$ cat src/rtl/lane_merge_rr_pkg.sv
`default_nettype none
// ============================================================================
// Package   : lane_pkg
// Purpose   : Shared constants and types for the two-lane merge datapath.
// Revision  : 1.0 - initial release
// ============================================================================
package lane_pkg;

    localparam int LANE_WIDTH = 4;
    localparam int FIFO_DEPTH = 2;

    localparam logic SRC_RIGHT = 1'b0;
    localparam logic SRC_LEFT  = 1'b1;

    // The arbiter state mirrors whether the output register holds a word.
    typedef enum logic {
        EMPTY = 1'b0,
        FULL  = 1'b1
    } arb_state_t;

    // A lane FIFO can take a word only while it is below its depth.
    function automatic logic fifo_has_room(input logic [1:0] count);
        return count < 2'(FIFO_DEPTH);
    endfunction

endpackage
`default_nettype wire

$ cat src/rtl/lane_merge_rr_if.sv
`default_nettype none
// ============================================================================
// Interface : lane_merge_rr_if
// Purpose   : Right/left input streams and merged output stream of the
//             round-robin lane merge.
// Revision  : 1.0 - initial release
// ============================================================================
interface lane_merge_rr_if
    import lane_pkg::*;
#(
    parameter int WIDTH = LANE_WIDTH
);

    logic [WIDTH-1:0] right_data;
    logic             right_valid;
    logic             right_ready;

    logic [WIDTH-1:0] left_data;
    logic             left_valid;
    logic             left_ready;

    logic [WIDTH-1:0] out_data;
    logic             out_src;
    logic             out_valid;
    logic             out_ready;

    // Traffic source / sink side (drives the lanes, consumes the output).
    modport master (
        output right_data, right_valid, left_data, left_valid, out_ready,
        input  right_ready, left_ready, out_data, out_src, out_valid
    );

    // Merge unit side.
    modport slave (
        input  right_data, right_valid, left_data, left_valid, out_ready,
        output right_ready, left_ready, out_data, out_src, out_valid
    );

endinterface
`default_nettype wire

$ cat src/rtl/lane_merge_rr_fifo.sv
`default_nettype none
// ============================================================================
// Module    : lane_fifo
// Purpose   : Two-entry in-order lane buffer. Ready depends only on the
//             current count, so a full FIFO refuses a push even when it is
//             popped in the same cycle.
// Revision  : 1.0 - initial release
// ============================================================================
module lane_fifo
    import lane_pkg::*;
#(
    parameter int WIDTH = LANE_WIDTH
) (
    input  wire logic             clk,
    input  wire logic             rst_n,
    input  wire logic             push,
    input  wire logic [WIDTH-1:0] din,
    input  wire logic             pop,
    output logic      [WIDTH-1:0] dout,
    output logic                  empty,
    output logic                  ready
);

    logic [WIDTH-1:0] mem [FIFO_DEPTH];
    logic             wr_ptr;
    logic             rd_ptr;
    logic [1:0]       count;
    logic             push_ok;
    logic             pop_ok;

    assign ready   = fifo_has_room(count);
    assign empty   = (count == 2'd0);
    assign push_ok = push && ready;
    assign pop_ok  = pop && !empty;
    assign dout    = mem[rd_ptr];

    // Storage needs no reset: an entry is only read after it was written.
    always_ff @(posedge clk) begin
        if (push_ok) begin
            mem[wr_ptr] <= din;
        end
    end

    // Pointers wrap naturally at 1 -> 0; count tracks occupancy.
    always_ff @(posedge clk or negedge rst_n) begin
        if (!rst_n) begin
            wr_ptr <= 1'b0;
            rd_ptr <= 1'b0;
            count  <= 2'd0;
        end else begin
            if (push_ok) begin
                wr_ptr <= ~wr_ptr;
            end
            if (pop_ok) begin
                rd_ptr <= ~rd_ptr;
            end
            case ({push_ok, pop_ok})
                2'b10:   count <= count + 2'd1;
                2'b01:   count <= count - 2'd1;
                default: count <= count;
            endcase
        end
    end

endmodule
`default_nettype wire

$ cat src/rtl/lane_merge_rr.sv
`default_nettype none
// ============================================================================
// Module    : lane_merge_rr
// Purpose   : Round-robin merge of right/left lane streams into one
//             registered, source-tagged output stream.
// Revision  : 1.0 - initial release
// ============================================================================
module lane_merge_rr
    import lane_pkg::*;
#(
    parameter int WIDTH = LANE_WIDTH
) (
    input  wire logic      clk,
    input  wire logic      rst_n,
    lane_merge_rr_if.slave bus
);

    logic [WIDTH-1:0] right_dout;
    logic [WIDTH-1:0] left_dout;
    logic             right_empty;
    logic             left_empty;
    logic             load;
    logic             grant_right;
    logic             grant_left;
    logic             any_grant;

    arb_state_t       state;
    logic             prio;
    logic [WIDTH-1:0] data_q;
    logic             src_q;

    lane_fifo #(.WIDTH(WIDTH)) u_right_fifo (
        .clk   (clk),
        .rst_n (rst_n),
        .push  (bus.right_valid),
        .din   (bus.right_data),
        .pop   (grant_right),
        .dout  (right_dout),
        .empty (right_empty),
        .ready (bus.right_ready)
    );

    lane_fifo #(.WIDTH(WIDTH)) u_left_fifo (
        .clk   (clk),
        .rst_n (rst_n),
        .push  (bus.left_valid),
        .din   (bus.left_data),
        .pop   (grant_left),
        .dout  (left_dout),
        .empty (left_empty),
        .ready (bus.left_ready)
    );

    // The output register may take a new word when empty or being drained.
    assign load = (state == EMPTY) || bus.out_ready;

    // A lone non-empty lane wins outright; on contention prio decides.
    assign grant_right = load && !right_empty && (left_empty  || (prio == SRC_RIGHT));
    assign grant_left  = load && !left_empty  && (right_empty || (prio == SRC_LEFT));
    assign any_grant   = grant_right || grant_left;

    assign bus.out_valid = (state == FULL);
    assign bus.out_data  = data_q;
    assign bus.out_src   = src_q;

    // Arbiter FSM: loads the granted head, flips priority, tracks occupancy.
    always_ff @(posedge clk or negedge rst_n) begin
        if (!rst_n) begin
            state  <= EMPTY;
            prio   <= SRC_RIGHT;
            data_q <= '0;
            src_q  <= SRC_RIGHT;
        end else begin
            case (state)
                EMPTY: begin
                    if (any_grant) begin
                        data_q <= grant_left ? left_dout : right_dout;
                        src_q  <= grant_left ? SRC_LEFT : SRC_RIGHT;
                        prio   <= grant_left ? SRC_RIGHT : SRC_LEFT;
                        state  <= FULL;
                    end
                end
                FULL: begin
                    // Stalled output keeps data, tag and priority untouched.
                    if (bus.out_ready) begin
                        if (any_grant) begin
                            data_q <= grant_left ? left_dout : right_dout;
                            src_q  <= grant_left ? SRC_LEFT : SRC_RIGHT;
                            prio   <= grant_left ? SRC_RIGHT : SRC_LEFT;
                        end else begin
                            state <= EMPTY;
                        end
                    end
                end
                default: state <= EMPTY;
            endcase
        end
    end

endmodule
`default_nettype wire

$ cat src/flat_wrapper.sv
// flat-port wrapper written by rule: the top's interface ports become plain ports
module lane_merge_rr_flat import lane_pkg::*;
#(
    parameter int WIDTH = LANE_WIDTH
)
  (clk, rst_n, bus_right_data, bus_right_valid, bus_left_data, bus_left_valid, bus_out_ready, bus_right_ready, bus_left_ready, bus_out_data, bus_out_src, bus_out_valid);
  lane_merge_rr_if #(.WIDTH(WIDTH)) bus_i ();
  input  wire logic clk;
  input  wire logic rst_n;
  input wire logic [$bits(bus_i.right_data)-1:0] bus_right_data;
  input wire logic [$bits(bus_i.right_valid)-1:0] bus_right_valid;
  input wire logic [$bits(bus_i.left_data)-1:0] bus_left_data;
  input wire logic [$bits(bus_i.left_valid)-1:0] bus_left_valid;
  input wire logic [$bits(bus_i.out_ready)-1:0] bus_out_ready;
  output wire logic [$bits(bus_i.right_ready)-1:0] bus_right_ready;
  output wire logic [$bits(bus_i.left_ready)-1:0] bus_left_ready;
  output wire logic [$bits(bus_i.out_data)-1:0] bus_out_data;
  output wire logic [$bits(bus_i.out_src)-1:0] bus_out_src;
  output wire logic [$bits(bus_i.out_valid)-1:0] bus_out_valid;
  assign bus_i.right_data = bus_right_data;
  assign bus_i.right_valid = bus_right_valid;
  assign bus_i.left_data = bus_left_data;
  assign bus_i.left_valid = bus_left_valid;
  assign bus_i.out_ready = bus_out_ready;
  assign bus_right_ready = bus_i.right_ready;
  assign bus_left_ready = bus_i.left_ready;
  assign bus_out_data = bus_i.out_data;
  assign bus_out_src = bus_i.out_src;
  assign bus_out_valid = bus_i.out_valid;
  lane_merge_rr #(.WIDTH(WIDTH)) u_core (.clk(clk), .rst_n(rst_n), .bus(bus_i));
endmodule
$ cat config.mk
export PLATFORM = sky130hd
export DESIGN_NAME = lane_merge_rr_flat
export DESIGN_NICKNAME = d
export VERILOG_FILES = /design/src/rtl/lane_merge_rr_pkg.sv /design/src/rtl/lane_merge_rr_if.sv /design/src/rtl/lane_merge_rr_fifo.sv /design/src/rtl/lane_merge_rr.sv /design/src/flat_wrapper.sv
export SDC_FILE = /design/constraint.sdc
export NUM_CORES = 1
export LEC_CHECK = 0
export CORE_MARGIN = 4
export CORE_UTILIZATION = 52
export CTS_CLUSTER_SIZE = 40
export DETAILED_ROUTE_END_ITERATION = 10
export PLACE_DENSITY = 0.84
export SLEW_MARGIN = 30
export SYNTH_ARGS = -nofsm -noshare
export SYNTH_HDL_FRONTEND = slang
export SYNTH_SLANG_ARGS = --single-unit
$ cat constraint.sdc
create_clock -name clk -period 2.36 [get_ports clk]
set_input_delay 0.472 -clock clk [delete_from_list [all_inputs] [get_ports clk]]
set_output_delay 0.472 -clock clk [all_outputs]
set_load 0.005 [all_outputs]
==> run metrics <==
share of layout cells above drive strength 1 16.5%; met2 WL 1240 um; first-pass GRT wire length 3800 um; Setup CP Type flop to output port; Worst setup SP type flop; WL per Instance approximately 16 um; status finished, final reports clean; core box area around 2500 um^2; maximum clock insertion buffer count 2; #FFs+latches synth 31; global placement routability congestion 0.784; Detail Placement HPWL 1800 um; Placed Instance Area 1580 um^2; clk root buf clkbuf_4; register area 856 um^2; Die Wd roughly 59 um; Clock Latency Late Sink roughly 320 ps; syn_area_per_cell 14.1 um^2; total CTS buffers 5; Ys Warns 0; Clk pin slew, worst setup/hold paths 80 ps; Post-CTS Setup Inserts 0; area delta synth->final 20.1%; post-cts gate resize count 0; Post-synth EDFFs 16; port bufs 20; fin crit share 82.0%; Overflow after GRT 0; WL final 2350 um; Worst Hold Class flop to flop; DR top layer met4; Filler cells 195; die height 59.0 um; count of cell types in the netlist 25; Cells after Synth 96; Slew @ Worst Pin a little under 700 ps; final setup vio count 0; CP endpoint kind output port; clock sink total 31; Max Cap Viol 0; Tmin final between 1500 and 2000 ps; CTS tree done; total number of H-tree levels 2; top area cells in the synthesized netlist edfxtp_1 35%, dfrtp_1 28%, mux2_2 6.7%, xnor2_1 5.2%, o21ai_0 2.6%; Worst Path Arrival 1460 ps; Top FF cell, synth edfxtp_1; Peak VDD IR 887 uV; Pins Over Slew Limit 0; RSZ-0062 raised after global routing no; Starting DRT DRC Count 37; Leak Pwr roughly 0.6 nW; DRC Markers 0; Critical Path RT 1890 ps; ANT cells 0; f_max 0.517 GHz; final net count between 100 and 150; Finished Cell Area 1630 um^2; antenna violations before repair 0; GRT Overall Usage 15.2%; number of global-route vias before repair 888; CP max FO 6; Clock Skew 10.6 ps; largest net degree at the start of global routing 16; Cell Area, Synth about 1400 um^2; post-synth net total 111; Ports 21; vias per std cell 5.60; Via Count about 850; setup TNS 0 ps; Seq/Total Area, Yosys 63.2%; cts hold-fix bufs 0; post-route ant nets 0; initial core utilization 54.6%; cell taking the most area after synthesis edfxtp_1; multi-input logic area 477 um^2; die footprint 3480 um^2; Fin. Hold Viols 0; M1 wire length 972 um; Async SR Flop Fraction about 48%; Detailed Routing Iterations Pass 1 4; slew margin rel. 53.9%; post-synth top area share 35.5%; met3 routed WL 103 um; PwrDens 1240 nW/um^2; row count 18
synthesized netlist by cell type (3+ instances only):
cell type  number
edfxtp_1       16
xnor2_1         8
nand2_1         3
inv_1           3
mux2_2          8
o21ai_0         7
nor4_1          4
a31oi_1         4
o31ai_1         4
nor2_1          6
dfrtp_1        15
metrics by stage:
stage | cells | hold slack [ps] | setup WS (ps) | utilization (%) | power [mW]
4_1_cts | 151 | 501 | 410 | 65.7 | 2.03
2_1_floorplan | 96 | 176 | 628 | - | 1.47
5_1_grt | 151 | 523 | 365 | 65.7 | 2.14
6_report | 151 | 496 | 425 | 65.7 | 2.01
3_5_place_dp | 144 | 485 | 175 | 63.8 | 1.76
3_3_place_gp | 144 | 477 | 248 | 63.8 | 1.70
kinds of logic (layout without fill, tap and decap cells):
kind of cell / Yosys count / count (layout) / synth area share [%]
DFF: 31 / 31 / 63.2
muxes: 8 / 8 / 6.65
AOI/OAI and AO/OA: 19 / 19 / 9.15
xor gates and xnor gates: 10 / 10 / 7.02
buffers and inverters: 5 / 30 / 1.57
and+or+nand+nor: 21 / 21 / 10.5
adders and majority gates: 2 / 2 / 1.85
flip-flops by register name, summed over array words and instances (netlist names), 2 cells and up:
name,flops
u_core.bus.out_data,4
u_core.u_left_fifo.count,2
u_core.u_left_fifo.mem,8
u_core.u_right_fifo.count,2
u_core.u_right_fifo.mem,8
power breakdown:
group / internal, mW / total, mW / switching, mW
logic: 0.451 / 0.809 / 0.358
registers: 0.761 / 0.933 / 0.171
clock network: 0.112 / 0.269 / 0.157
area by class of cell:
| class | instances | share of cell area (%) |
|---|---|---|
| inverter | 3 | 0.692 |
| timing repair buffer | 20 | 12.3 |
| tap | 30 | 2.31 |
| multi-input combinational | 60 | 29.3 |
| sequential | 31 | 52.6 |
| clock buffer | 7 | 2.77 |
worst max-delay path: stages (launching register included):
cell and delay, ps:
dfrtp_1 460, inv_1 160, clkdlybuf4s50_1 520
layer usage:
metal | global-route usage, % | vias to the layer above
met3 | 3.27 | 6
met4 | 7.77 | 0
met5 | 0 | -
met2 | 26.2 | 22
li1 | - | 408
met1 | 17.7 | 409
path summary, 6_finish.rpt:
check | startpoint | endpoint | slack (ps) | cells past startpoint
max | u_core.u_right_fifo.count[1] | bus_right_ready | 420 | 2
min | u_core.bus.out_src | u_core.bus.out_src | 500 | 1
max reg2reg | u_core.u_left_fifo.count[0] | u_core.u_right_fifo.count[1] | 600 | 6
min reg2reg | u_core.bus.out_src | u_core.bus.out_src | 500 | 1
max in group asynchronous | rst_n | u_core.bus.out_src | 1350 | 1
min in group asynchronous | rst_n | u_core.bus.out_data[0] | 560 | 1
cells in the final DEF, fill, tap and decap left out, drive strengths merged:
master	instances
ha	2
xor2	1
nand2b	1
mux2	8
a31oi	4
a211o	1
nand2	3
o21ba	1
or2	2
clkbuf	7
dfrtp	15
and2b	1
a21o	1
nor3	1
nor2	6
nor4	5
inv	3
edfxtp	16
o21bai	1
clkdlybuf4s50	20
o21ai	7
xnor2	9
and3	2
o31ai	4
Power figures use the tool's default switching activity.
